[src/rtl/uart_rx.sv]
`timescale 1ns/1ps
// uart_rx: oversampling UART receiver (start, DATA_BITS LSB-first, even parity, stop).
// Define UART_RX_SYNC_EN to pass rx through a 2-flop synchronizer before use.
module uart_rx #(
    parameter int DATA_BITS  = 8,
    parameter int OVERSAMPLE = 16
) (
    input  logic                 clk,
    input  logic                 rst_n,
    input  logic                 tick,
    input  logic                 rx,
    output logic [DATA_BITS-1:0] rx_data,
    output logic                 rx_valid,
    output logic                 parity_err,
    output logic                 frame_err,
    output logic                 busy
);
    localparam int CW = $clog2(OVERSAMPLE);
    localparam int BW = $clog2(DATA_BITS + 1);

    typedef enum logic [2:0] {IDLE, START, DATA, PARITY, STOP} state_t;

    state_t               state, state_nx;
    logic [CW-1:0]        cnt;
    logic [BW-1:0]        bit_cnt;
    logic [DATA_BITS-1:0] shreg;
    logic                 p_rx;
    logic                 rx_s;
    logic                 prev_s;
    logic                 samp;
    logic                 last_bit;

`ifdef UART_RX_SYNC_EN
    logic [1:0] sync;
    // two-flop synchronizer, resets to the idle-high line level
    always_ff @(posedge clk) begin
        if (!rst_n) sync <= 2'b11;
        else        sync <= {sync[0], rx};
    end
    assign rx_s = sync[1];
`else
    assign rx_s = rx;
`endif

    // sample point: mid-bit in START, end of a full bit period elsewhere
    assign samp     = tick && (cnt == ((state == START) ? CW'(OVERSAMPLE/2 - 1) : CW'(OVERSAMPLE - 1)));
    assign last_bit = (bit_cnt == BW'(DATA_BITS - 1));

    // state register
    always_ff @(posedge clk) begin
        if (!rst_n) state <= IDLE;
        else        state <= state_nx;
    end

    // next-state logic; a held-low line never retriggers since a 1->0 edge is required
    always_comb begin
        state_nx = state;
        case (state)
            IDLE:    state_nx = (prev_s && !rx_s) ? START : IDLE;
            START:   state_nx = samp ? (rx_s ? IDLE : DATA) : START;
            DATA:    state_nx = (samp && last_bit) ? PARITY : DATA;
            PARITY:  state_nx = samp ? STOP : PARITY;
            STOP:    state_nx = samp ? IDLE : STOP;
            default: state_nx = IDLE;
        endcase
    end

    // state-decoded outputs
    always_comb begin
        busy = (state != IDLE);
    end

    // datapath: oversample counter, shift register and registered result flags
    always_ff @(posedge clk) begin
        if (!rst_n) begin
            prev_s     <= 1'b1;
            cnt        <= '0;
            bit_cnt    <= '0;
            shreg      <= '0;
            p_rx       <= 1'b0;
            rx_data    <= '0;
            rx_valid   <= 1'b0;
            parity_err <= 1'b0;
            frame_err  <= 1'b0;
        end else begin
            prev_s   <= rx_s;
            rx_valid <= 1'b0;
            if (state == IDLE)
                cnt <= '0;
            else if (tick)
                cnt <= samp ? '0 : cnt + CW'(1);
            if (state == START && samp)
                bit_cnt <= '0;
            if (state == DATA && samp) begin
                shreg   <= {rx_s, shreg[DATA_BITS-1:1]};
                bit_cnt <= bit_cnt + BW'(1);
            end
            if (state == PARITY && samp)
                p_rx <= rx_s;
            if (state == STOP && samp) begin
                rx_data    <= shreg;
                parity_err <= (p_rx != ^shreg);
                frame_err  <= !rx_s;
                rx_valid   <= 1'b1;
            end
        end
    end
endmodule
[config.mk]
export PLATFORM = sky130hd
export DESIGN_NAME = uart_rx
export DESIGN_NICKNAME = d
export VERILOG_FILES = /design/src/rtl/uart_rx.sv
export SDC_FILE = /design/constraint.sdc
export NUM_CORES = 1
export LEC_CHECK = 0
export BUFFER_PORTS_ARGS = -buffer_cell sky130_fd_sc_hd__buf_2
export CORE_ASPECT_RATIO = 0.9
export CORE_MARGIN = 1.5
export CORE_UTILIZATION = 56
export CTS_CLUSTER_DIAMETER = 60
export DETAILED_ROUTE_END_ITERATION = 16
export PLACE_DENSITY = 0.76
export SLEW_MARGIN = 20
export SYNTH_ARGS = -nofsm -noshare
export SYNTH_HDL_FRONTEND = slang
export SYNTH_SLANG_ARGS = --single-unit
[constraint.sdc]
create_clock -name clk -period 2.7 [get_ports clk]
set_input_delay 0.27 -clock clk [delete_from_list [all_inputs] [get_ports clk]]
set_output_delay 0.27 -clock clk [all_outputs]
set_load 0.01 [all_outputs]
==> metrics list <==
- Clock-pin slew was measured on the worst setup and hold paths at 100 ps.
- Once the floorplan was initialized, standard cells occupied 61.7% of the core.
- The clock arrives with ~7.7 ps of skew.
- Worst-margin pin slew: 627 ps
- Clock buffer depth: 2
* Most frequent cells in the layout: dfxtp_1, nand2_1, nor2_1, buf_2, a21oi_1
- Area of all placed cells without fillers: 1550 sq um
- Registers take about 640 sq um.
- Summed over all layers, the global routing overflow is 0.
- Flops & latches, synth: 32
* Initial antenna violation count: 0
- The filler cells instantiated in the layout total between 150 and 200.
* Placed Instance Area: 1490 sq um
* CP arrival: 2330 ps
- The floorplan has 16 rows.
* Number of sinks on the clock net: 32
- The worst-case IR drop observed on VDD is between 0.3 and 0.4 mV.
- Largest net degree at the start of global routing: 23
- Kind of end point of the critical path: register
* Routed length per instance: roughly 13 um
* Most common cell after layout, fill and taps aside: dfxtp_1
- The path class of the tightest hold or removal check is input pin to register.
* Outcome: completed
- Number of cells on the worst hold path: 2
- Sequential elements use 45.9% of the synthesized area.
- In the routed design, unresolved DRC markers number 0.
- Die Span X: roughly 56 um
* Average vias per placed instance: roughly 5.5
* Number of buffers created by CTS: 5
- Cell types occupying the most area after synthesis: dfxtp_1, mux2i_1, nand2_1
- Footprint of the multi-input gates: between 700 and 800 sq um
- In this run, post-CTS hold repair placed 0 buffers.
- Max-cap violations in this run came to 0.
- Post-CTS repair changed the size of 0 cells.
- Final sum of negative setup slack: 0 ps
- Maximum frequency from static timing analysis: 0.486 GHz
* Worst max-slew margin expressed relative to the limit: 57.9%
- In this run the remaining antenna-violating nets after routing total 0.
- Setup-failing EPs final: 0
- Largest fanout of any net on the critical path: 11
* Classification of the worst setup path: register to register
- The final route contains between 1000 and 1500 vias.
- In this run the most critical hold path is launched from rst_n.
- The via count of the first global-routing pass came to about 1000.
- Internal reg-to-reg setup slack: 640 ps
- Placeable core region: roughly 2300 sq um
- Worst R2R Start: cnt[0]
* Worst skew pair latency: 330 ps
- Die outline area: 2800 sq um
* Static leakage: 0.699 nW
- Power per Cell Area: 509 nW/um^2
- Detailed placer's ending HPWL: 1810 um
* Slew Viols, Final: 0
- The first global-routing pass estimated roughly 4500 um of wire.
* Count of distinct cell types in the synthesized netlist: 35
- Counting every net in the synthesized netlist gives 165.
- Startpoint kind of the worst setup timing path: register
- Worst hold path endpoint: prev_s
- Minimum clock period: ~2100 ps
- Critical Path RT: 2980 ps
- Post-synth design cell area: 1400 sq um
- The number of cells on the worst reg-to-reg path is 6.
- I/O pin count: 16
- The worst register-to-register path ends at parity_err.
- The first detailed-routing pass took 4 iterations.
* Synth-to-layout area growth: 10.8%
- The biggest area contributor in the post-synthesis netlist is dfxtp_1.
* Hold slack final: between 150 and 200 ps
- Synthesis produced 159 cells.
- Synth top area share: between 40% and 50%
* Die height: ~50 um
- A synthesized cell averages 8.78 sq um.
- Overall Global Routing Usage: 21.5%
* H-tree depth: 2
* Diode insertion count for antenna repair: 0
- After the last flow step, the layout net total stands at between 150 and 200.
* Share of post-route cells with drive strength above 1: 14.9%
* Ys Warns: 0
* DRC violation total after the first TritonRoute iteration: 32
- Routability-driven placement finished with a final weighted congestion of approximately 0.82.
- Port buffering added 15 buffers.
- Setup repair after global routing left no endpoint under its margin.
* Clock tree from TritonCTS: yes
- Clock tree root buffer cell: clkbuf_4
- Once the clock tree was built, the setup fixing pass inserted 0 buffers.
- Share of the clock period used by the worst path after layout: between 70% and 80%
- Total wire length after detailed routing: 2580 um
- Final hold violation count: 0
==> power breakdown <==
part / switching [W] / internal (W)
Sequential: 0.00000388 / 0.000474
Combinational: 0.0000175 / 0.0000111
Clock: 0.000152 / 0.000128
==> cells by family (layout without fill, tap and decap cells) <==
family	count (synthesis)	in the layout	synth area share [%]
simple gates	68	68	23.6
fa+ha+maj	2	2	1.79
mux	11	11	7.89
buf+inv	14	30	3.94
xor+xnor	9	9	6.63
flops	32	32	45.9
compound gates	23	23	10.3
==> layout make-up <==
cell class	instances	area share [%]
flip-flops and latches	32	41.4
multi-input cells	113	45.3
clock buffers	8	3.80
inverters	4	0.971
repair buffers	18	6.31
well taps	27	2.18
==> worst max path at each step <==
stage          startpoint  depth (start not counted)  slack [ps]    endpoint
3_5_place_dp       cnt[0]                          6         660  parity_err
4_1_cts            cnt[0]                          6         640  parity_err
6_report           cnt[0]                          6         640  parity_err
2_1_floorplan      cnt[0]                          6         810  parity_err
5_1_grt            cnt[0]                          6         500  parity_err
3_3_place_gp       cnt[0]                          6         710  parity_err
==> synthesized netlist by cell type <==
master,count
dfxtp_1,32
nand2_1,23
nor2_1,20
a21oi_1,14
mux2i_1,11
clkbuf_1,8
xnor2_1,5
nor3_1,4
inv_1,3
nand2b_1,3
nand3_1,3
or3_1,3
xor2_1,3
a211oi_1,2
buf_2,2
ha_1,2
nand4_1,2
o21ai_0,2
a2111o_1,1
a311o_1,1
a311oi_1,1
a41oi_1,1
and3_1,1
clkinv_1,1
nand3b_1,1
nand4_2,1
nand4b_1,1
nor2b_1,1
nor3b_1,1
nor4_1,1
nor4b_1,1
o211a_1,1
or3b_2,1
or4b_1,1
xnor3_1,1
==> worst max-delay path, stage by stage (launching register included) <==
cell,delay (ps)
dfxtp_1,380
ha_1,240
nand4_2,180
or4b_1,570
buf_4,230
nor4b_1,270
a311o_1,140
==> routing by layer <==
| metal | GRT usage, % | vias up | part of all wire [%] |
|---|---|---|---|
| li1 | - | 575 | - |
| met5 | 0 | - | 0 |
| met3 | 5.67 | 7 | 3.2 |
| met1 | 29.0 | 518 | 50 |
| met2 | 31.2 | 16 | 44 |
| met4 | 12.2 | 0 | 2.1 |
==> per-stage QoR <==
| step | setup slack, ps | std cells | util [%] | power (W) |
|---|---|---|---|---|
| floorplan | 808 | 159 | - | 0.000508 |
| global placement | 709 | 194 | 65.8 | 0.000516 |
| detailed placement | 656 | 194 | 65.8 | 0.000517 |
| CTS | 636 | 202 | 68.4 | 0.000798 |
| global route | 497 | 202 | 68.4 | 0.000820 |
| finish | 644 | 202 | 68.4 | 0.000787 |
==> sequential cells by signal, indices dropped and copies added (netlist names) <==
| signal | count |
|---|---|
| rx_data | 8 |
| shreg | 8 |
| bit_cnt | 4 |
| cnt | 4 |
| state | 3 |
| frame_err | 1 |
| p_rx | 1 |
| parity_err | 1 |
| prev_s | 1 |
| rx_valid | 1 |
Power figures use the tool's default switching activity.
